File: config.mk
export PLATFORM = sky130hd
export DESIGN_NAME = ctrl_decode_stage
export DESIGN_NICKNAME = d
export VERILOG_FILES = /design/src/rtl/ctrl_decode_stage.sv
export SDC_FILE = /design/constraint.sdc
export NUM_CORES = 1
export LEC_CHECK = 0
export CAP_MARGIN = 25
export CORE_MARGIN = 3
export CORE_UTILIZATION = 35
export CTS_CLUSTER_DIAMETER = 30
export DETAILED_ROUTE_END_ITERATION = 16
export PLACE_DENSITY = 0.87
export SETUP_SLACK_MARGIN = 0.15
export SYNTH_ARGS = -nofsm -noshare
export SYNTH_HDL_FRONTEND = slang
export SYNTH_SLANG_ARGS = --single-unit
export TNS_END_PERCENT = 30
File: constraint.sdc
create_clock -name clk -period 1.4 [get_ports clk]
set_input_delay 0.28 -clock clk [delete_from_list [all_inputs] [get_ports clk]]
set_output_delay 0.28 -clock clk [all_outputs]
set_load 0.01 [all_outputs]
File: src/rtl/ctrl_decode_stage.sv
`default_nettype none
// ============================================================================
// ctrl_decode_stage: RV32 control decode with a one-cycle registered bundle.
// Optional M-extension (multi-cycle divide blocking) under CTRL_DECODE_MEXT_EN.
// Revision: 1.0
// ============================================================================
module ctrl_decode_stage #(
  parameter int ALU_CTRL_W = 4,
  parameter int DIV_LAT    = 8
) (
  input  logic                  clk,
  input  logic                  rst,
  input  logic [31:0]           instr_d,
  input  logic                  valid_d,
  output logic                  ready_d,
  input  logic                  stall_e,
  input  logic                  flush_e,
  output logic                  valid_e,
  output logic                  reg_write_e,
  output logic [1:0]            result_src_e,
  output logic                  mem_write_e,
  output logic                  mem_read_e,
  output logic                  jump_e,
  output logic                  branch_e,
  output logic                  alu_src_e,
  output logic                  alu_src_a_e,
  output logic [ALU_CTRL_W-1:0] alu_ctrl_e,
  output logic [2:0]            branch_type_e,
  output logic                  illegal_e,
  output logic                  busy
`ifdef CTRL_DECODE_MEXT_EN
  ,
  output logic                  md_en_e,
  output logic [2:0]            md_op_e
`endif
);

  localparam int CNT_W = (DIV_LAT > 2) ? $clog2(DIV_LAT) : 1;
  localparam logic [CNT_W-1:0] CNT_LOAD = CNT_W'(DIV_LAT - 1);

  localparam logic [0:0] S_RUN   = 1'b0;
  localparam logic [0:0] S_BLOCK = 1'b1;

  localparam logic [6:0] OP_R      = 7'b0110011;
  localparam logic [6:0] OP_I      = 7'b0010011;
  localparam logic [6:0] OP_LOAD   = 7'b0000011;
  localparam logic [6:0] OP_STORE  = 7'b0100011;
  localparam logic [6:0] OP_BRANCH = 7'b1100011;
  localparam logic [6:0] OP_JALR   = 7'b1100111;
  localparam logic [6:0] OP_JAL    = 7'b1101111;
  localparam logic [6:0] OP_LUI    = 7'b0110111;
  localparam logic [6:0] OP_AUIPC  = 7'b0010111;

  localparam logic [3:0] ALU_ADD = 4'd0,  ALU_SUB  = 4'd1,  ALU_AND = 4'd2;
  localparam logic [3:0] ALU_OR  = 4'd3,  ALU_XOR  = 4'd4,  ALU_SLT = 4'd5;
  localparam logic [3:0] ALU_SLTU = 4'd6, ALU_SLL  = 4'd7,  ALU_SRL = 4'd8;
  localparam logic [3:0] ALU_SRA = 4'd9,  ALU_PASSB = 4'd10;

  logic [6:0] opcode;
  logic [2:0] funct3;
  logic [6:0] funct7;
  logic       unused_instr;
  assign opcode       = instr_d[6:0];
  assign funct3       = instr_d[14:12];
  assign funct7       = instr_d[31:25];
  assign unused_instr = ^{instr_d[24:15], instr_d[11:7]};

  function automatic logic [3:0] f3_alu(input logic [2:0] f3, input logic alt, input logic is_r);
    case (f3)
      3'b000:  f3_alu = (is_r && alt) ? ALU_SUB : ALU_ADD;
      3'b001:  f3_alu = ALU_SLL;
      3'b010:  f3_alu = ALU_SLT;
      3'b011:  f3_alu = ALU_SLTU;
      3'b100:  f3_alu = ALU_XOR;
      3'b101:  f3_alu = alt ? ALU_SRA : ALU_SRL;
      3'b110:  f3_alu = ALU_OR;
      default: f3_alu = ALU_AND;
    endcase
  endfunction

  logic       dec_rw, dec_mw, dec_mr, dec_j, dec_b, dec_as, dec_asa, dec_ill;
  logic [1:0] dec_rs;
  logic [2:0] dec_bt;
  logic [3:0] dec_alu;
  logic       dec_md_en;
  logic [2:0] dec_md_op;
  logic       dec_block;

  always_comb begin
    dec_rw = 1'b0; dec_mw = 1'b0; dec_mr = 1'b0; dec_j = 1'b0; dec_b = 1'b0;
    dec_as = 1'b0; dec_asa = 1'b0; dec_ill = 1'b0; dec_rs = 2'b00; dec_bt = 3'b000;
    dec_alu = ALU_ADD; dec_md_en = 1'b0; dec_md_op = 3'b000;
    case (opcode)
      OP_R: begin
        if (funct7 == 7'b0000000 || funct7 == 7'b0100000) begin
          dec_rw  = 1'b1;
          dec_alu = f3_alu(funct3, funct7[5], 1'b1);
`ifdef CTRL_DECODE_MEXT_EN
        end else if (funct7 == 7'b0000001) begin
          dec_rw    = 1'b1;
          dec_md_en = 1'b1;
          dec_md_op = funct3;
`endif
        end else begin
          dec_ill = 1'b1;
        end
      end
      OP_I:      begin dec_rw = 1'b1; dec_as = 1'b1; dec_alu = f3_alu(funct3, funct7[5], 1'b0); end
      OP_LOAD:   begin dec_rw = 1'b1; dec_rs = 2'b01; dec_as = 1'b1; dec_mr = 1'b1; end
      OP_STORE:  begin dec_mw = 1'b1; dec_as = 1'b1; end
      OP_BRANCH: begin dec_b = 1'b1; dec_alu = ALU_SUB; dec_bt = funct3; end
      OP_JALR:   begin dec_rw = 1'b1; dec_j = 1'b1; dec_rs = 2'b10; dec_as = 1'b1; end
      OP_JAL:    begin dec_rw = 1'b1; dec_j = 1'b1; dec_rs = 2'b10; end
      OP_LUI:    begin dec_rw = 1'b1; dec_as = 1'b1; dec_alu = ALU_PASSB; end
      OP_AUIPC:  begin dec_rw = 1'b1; dec_as = 1'b1; dec_asa = 1'b1; end
      default:   dec_ill = 1'b1;
    endcase
  end

  // Only DIV/DIVU/REM/REMU hold off issue; without the M-extension nothing blocks.
  assign dec_block = dec_md_en & funct3[2];

  logic [0:0]       state_q, state_d;
  logic [CNT_W-1:0] cnt_q, cnt_d;
  logic             accept;

  assign accept = valid_d & ready_d;

  always_ff @(posedge clk) begin
    if (rst) begin
      state_q <= S_RUN;
      cnt_q   <= '0;
    end else begin
      state_q <= state_d;
      cnt_q   <= cnt_d;
    end
  end

  always_comb begin
    state_d = state_q;
    cnt_d   = cnt_q;
    if (flush_e) begin
      state_d = S_RUN;
      cnt_d   = '0;
    end else if (state_q == S_RUN) begin
      if (accept && dec_block) begin
        state_d = S_BLOCK;
        cnt_d   = CNT_LOAD;
      end
    end else if (cnt_q <= CNT_W'(1)) begin
      state_d = S_RUN;
      cnt_d   = '0;
    end else begin
      cnt_d = cnt_q - CNT_W'(1);
    end
  end

  always_comb begin
    ready_d = !stall_e && !flush_e && (state_q == S_RUN);
    busy    = (state_q == S_BLOCK);
  end

  logic       md_en_q;
  logic [2:0] md_op_q;

  always_ff @(posedge clk) begin
    if (rst || flush_e || (!stall_e && !accept)) begin
      valid_e <= 1'b0; reg_write_e <= 1'b0; result_src_e <= 2'b00; mem_write_e <= 1'b0;
      mem_read_e <= 1'b0; jump_e <= 1'b0; branch_e <= 1'b0; alu_src_e <= 1'b0;
      alu_src_a_e <= 1'b0; alu_ctrl_e <= '0; branch_type_e <= 3'b000; illegal_e <= 1'b0;
      md_en_q <= 1'b0; md_op_q <= 3'b000;
    end else if (accept) begin
      valid_e <= 1'b1; reg_write_e <= dec_rw; result_src_e <= dec_rs; mem_write_e <= dec_mw;
      mem_read_e <= dec_mr; jump_e <= dec_j; branch_e <= dec_b; alu_src_e <= dec_as;
      alu_src_a_e <= dec_asa; alu_ctrl_e <= ALU_CTRL_W'(dec_alu); branch_type_e <= dec_bt;
      illegal_e <= dec_ill; md_en_q <= dec_md_en; md_op_q <= dec_md_op;
    end
  end

`ifdef CTRL_DECODE_MEXT_EN
  assign md_en_e = md_en_q;
  assign md_op_e = md_op_q;
`else
  logic unused_md;
  assign unused_md = ^{md_en_q, md_op_q};
`endif

endmodule
`default_nettype wire

==> impl_metrics.csv <==
group,metric,value,unit
critical_path,arrival,1.62,ns
timing,setup_viol,0,
finish,diodes,0,
critical_path,rrSetupSlack,0.04,ns
detailed_routing,routed_via_density,5.28,
timing,fmax,0.733,GHz
critical_path,crit_chain,"nor3_4, nand2_4, buf_6, nor2_4, nand4_1, a21oi_2",
detailed_routing,routed_wl,3.45,mm
placement,placed_area,1730,sq um
cts,cts_buffers,3,
detailed_routing,ant_nets,0,
cts,clock_latency,0.31,ns
synth,synth_top_area_share,39.4,%
finish,nets,249,
global_routing,grt_pass1_wl,5.56,mm
power_and_ir_drop,power,1.15,mW
status,outcome,"finished clean",
synth,avgSynthCellArea,8.02,sq um
floorplanning,initial_core_util,37.7,%
floorplanning,die_w,61.2,um
synth,synth_top_flop_cell,"dfxtp_1",
detailed_routing,drtIter0Drc,68,
synth,synth-edff-count,0,
synth,yosysSeqAreaShare,39.4,%
synth,synth_fp_nets,172,
critical_path,path_buf_inv,1,
critical_path,crit_path_end,"alu_ctrl_e[2]",
cts,cts.sinks,21,
detailed_routing,wl_per_cell,14.4,um
timing,finalHoldViolations,0,
placement,gp_congestion,0.811,
synth,yosysWarnings,0,
job,cap_viol_max_count,0,
finish,n_fill_cell,238,
power_and_ir_drop,vdd_drop_max,741,uV
finish,syn_to_final_growth,83.4,%
synth,yosysTopAreaCell,"dfxtp_1",
timing,fin_crit_sh,97.5,%
global_routing,gr-total-overflow,0,
synth,synthTopCellsByArea,"dfxtp_1 (39%), a21oi_1 (6.6%), nor2_1 (6.3%)",
critical_path,r2r_end,"alu_ctrl_e[2]",
critical_path,critical_path_required,1.65,ns
floorplanning,die-area,3750,sq um
synth,synth.cell_area,1070,sq um
power_and_ir_drop,pwr_density_cell,587,nW/um^2
critical_path,crit_type,"flop to flop",
timing,tightest_slew,0.368,ns
critical_path,crit_start,"busy",
cts,clk_pin_slew,0.12,ns
synth,synth-seq-cells,21,
critical_path,crit_path_top_delay_cell,"dfxtp_4",
timing,worst_slack,0.0353,ns
global_routing,grt_pass1_vias,1331,
critical_path,reg2regPathDepth,6,
timing,drv_slew,0,
cts,cts_max_level,1,
floorplanning,ios,57,
global_routing,grt_max_degree,13,
placement,place_ws,-0.588,ns
global_routing,antenna_found_initial,0,
power_and_ir_drop,leakage,0.776,nW
timing,relSlewSlack,75.3,%
critical_path,endpoint_kind,"flop",
placement,hpwl,2.52,mm
critical_path,path_depth,6,
global_routing,track_usage,19.7,%
critical_path,startpoint_type,"flop",
floorplanning,core_area,2830,sq um
synth,synth_cells,133,
finish,drive_above_1_share,41.1,%
min_path,hp-class,"flop to flop",
detailed_routing,dr.pass1.iters,4,
cts,cts_root_buffer,"clkbuf_4",
detailed_routing,drc,0,
placement,port_buffers,41,
cts,clock_path_buffers,2,
detailed_routing,num_vias,1267,
finish,final_cell_mix,"buf_4 (32), dfxtp_1 (17), dlygate4sd2_1 (16)",
critical_path,crit_path_max_incr_delay,0.37,ns
synth,synthArstFlopShare,0,%
timing,fin_setup_tns,0,ns
critical_path,cpLargestDelayFamily,"simple AND/OR/NAND/NOR gates",
timing,rsz0062_at_grt,"yes",
cts,cts_tree,"built",
finish,final_cell_area,1960,sq um
floorplanning,die_h,61.2,um
critical_path,rr_startpoint,"busy",
floorplanning,rows,19,
timing,min_period,1.36,ns
timing,finalClockSkew,0.00406,ns
synth,yosysUniqueCellTypes,40,
finish,final_common_cell,"buf_4",
critical_path,critPathMaxFanout,6,
-- state kept, by name (all words and copies together) (netlist names) --
register	cells
alu_ctrl_e	4
branch_type_e	3
cnt_q	3
result_src_e	2
alu_src_a_e	1
alu_src_e	1
branch_e	1
busy	1
illegal_e	1
jump_e	1
mem_write_e	1
reg_write_e	1
valid_e	1
-- tightest hold or removal path, stage by stage (launching register included) --
cell	delay [ns]
dfxtp_1	0.33
nand2_1	0.05
o21ai_1	0.05
-- layout make-up --
cell class	count	area [sq um]	area share, %
Clock buffer	3	22.5	1.15
Clock inverter	1	5.00	0.256
Inverter	4	15.0	0.767
Sequential cell	21	428	21.9
Tap cell	31	38.8	1.98
Timing Repair Buffer	79	684	35.0
Multi-Input combinational cell	101	763	39.0
-- per-stage QoR --
stage / std cells / util [%] / hold WS (ns)
2_1_floorplan: 133 / - / 0.357
3_3_place_gp: 226 / 61.1 / 0.441
3_5_place_dp: 226 / 61.1 / 0.442
4_1_cts: 238 / 66.2 / 0.452
5_1_grt: 240 / 69.2 / 0.455
6_report: 240 / 69.2 / 0.457
-- per-layer routing --
metal,global-route usage [%],vias up,routed length [um]
met3,6.29,10,183
met4,5.88,0,68
li1,-,625,-
met1,20.1,594,1270
met2,37.8,38,1930
met5,0,-,0
-- Yosys cell counts, types with 3 or more instances --
cell type,n
nor3_1,6
nor4_1,3
a22oi_1,4
nand2_1,15
o21ai_1,3
clkbuf_1,4
nand2b_1,3
dfxtp_1,21
nor2_1,18
a21oi_1,14
nor2b_1,5
inv_1,4
-- kinds of logic (layout without fill, tap and decap cells) --
family	count (synthesis)	after routing	share of synthesized area, %
and+or+nand+nor	62	62	30.0
AOI/OAI and AO/OA	33	33	20.2
xor gates and xnor gates	2	2	1.64
muxes	2	2	1.99
buffers and inverters	11	87	4.45
DFF	21	21	39.4
adders and majority gates	2	2	2.34
-- repair_timing --
item,4_1_cts,5_1_grt
setup endpoints to repair,38,37
gates resized for setup,79,35
hold buffers,0,0
pin swaps,27,11
buffers inserted,8,2
gates cloned,0,0
-- where the power goes --
part / leakage [nW] / switching (mW) / internal (mW)
Sequential: 0.172 / 0.000899 / 0.597
Combinational: 0.587 / 0.120 / 0.136
Clock: 0.0177 / 0.189 / 0.107
Total: 0.776 / 0.310 / 0.839
-- worst min path at each step --
stage | start | end | slack, ns | depth (start not counted)
2_1_floorplan | rst | cnt_q[0] | 0.36 | 1
3_3_place_gp | jump_e | jump_e | 0.44 | 2
3_5_place_dp | alu_ctrl_e[3] | alu_ctrl_e[3] | 0.44 | 2
4_1_cts | instr_d[27] | alu_ctrl_e[2] | 0.45 | 5
5_1_grt | flush_e | cnt_q[0] | 0.46 | 3
6_report | alu_ctrl_e[3] | alu_ctrl_e[3] | 0.46 | 2
No activity file was read; power rests on OpenSTA's default activity.
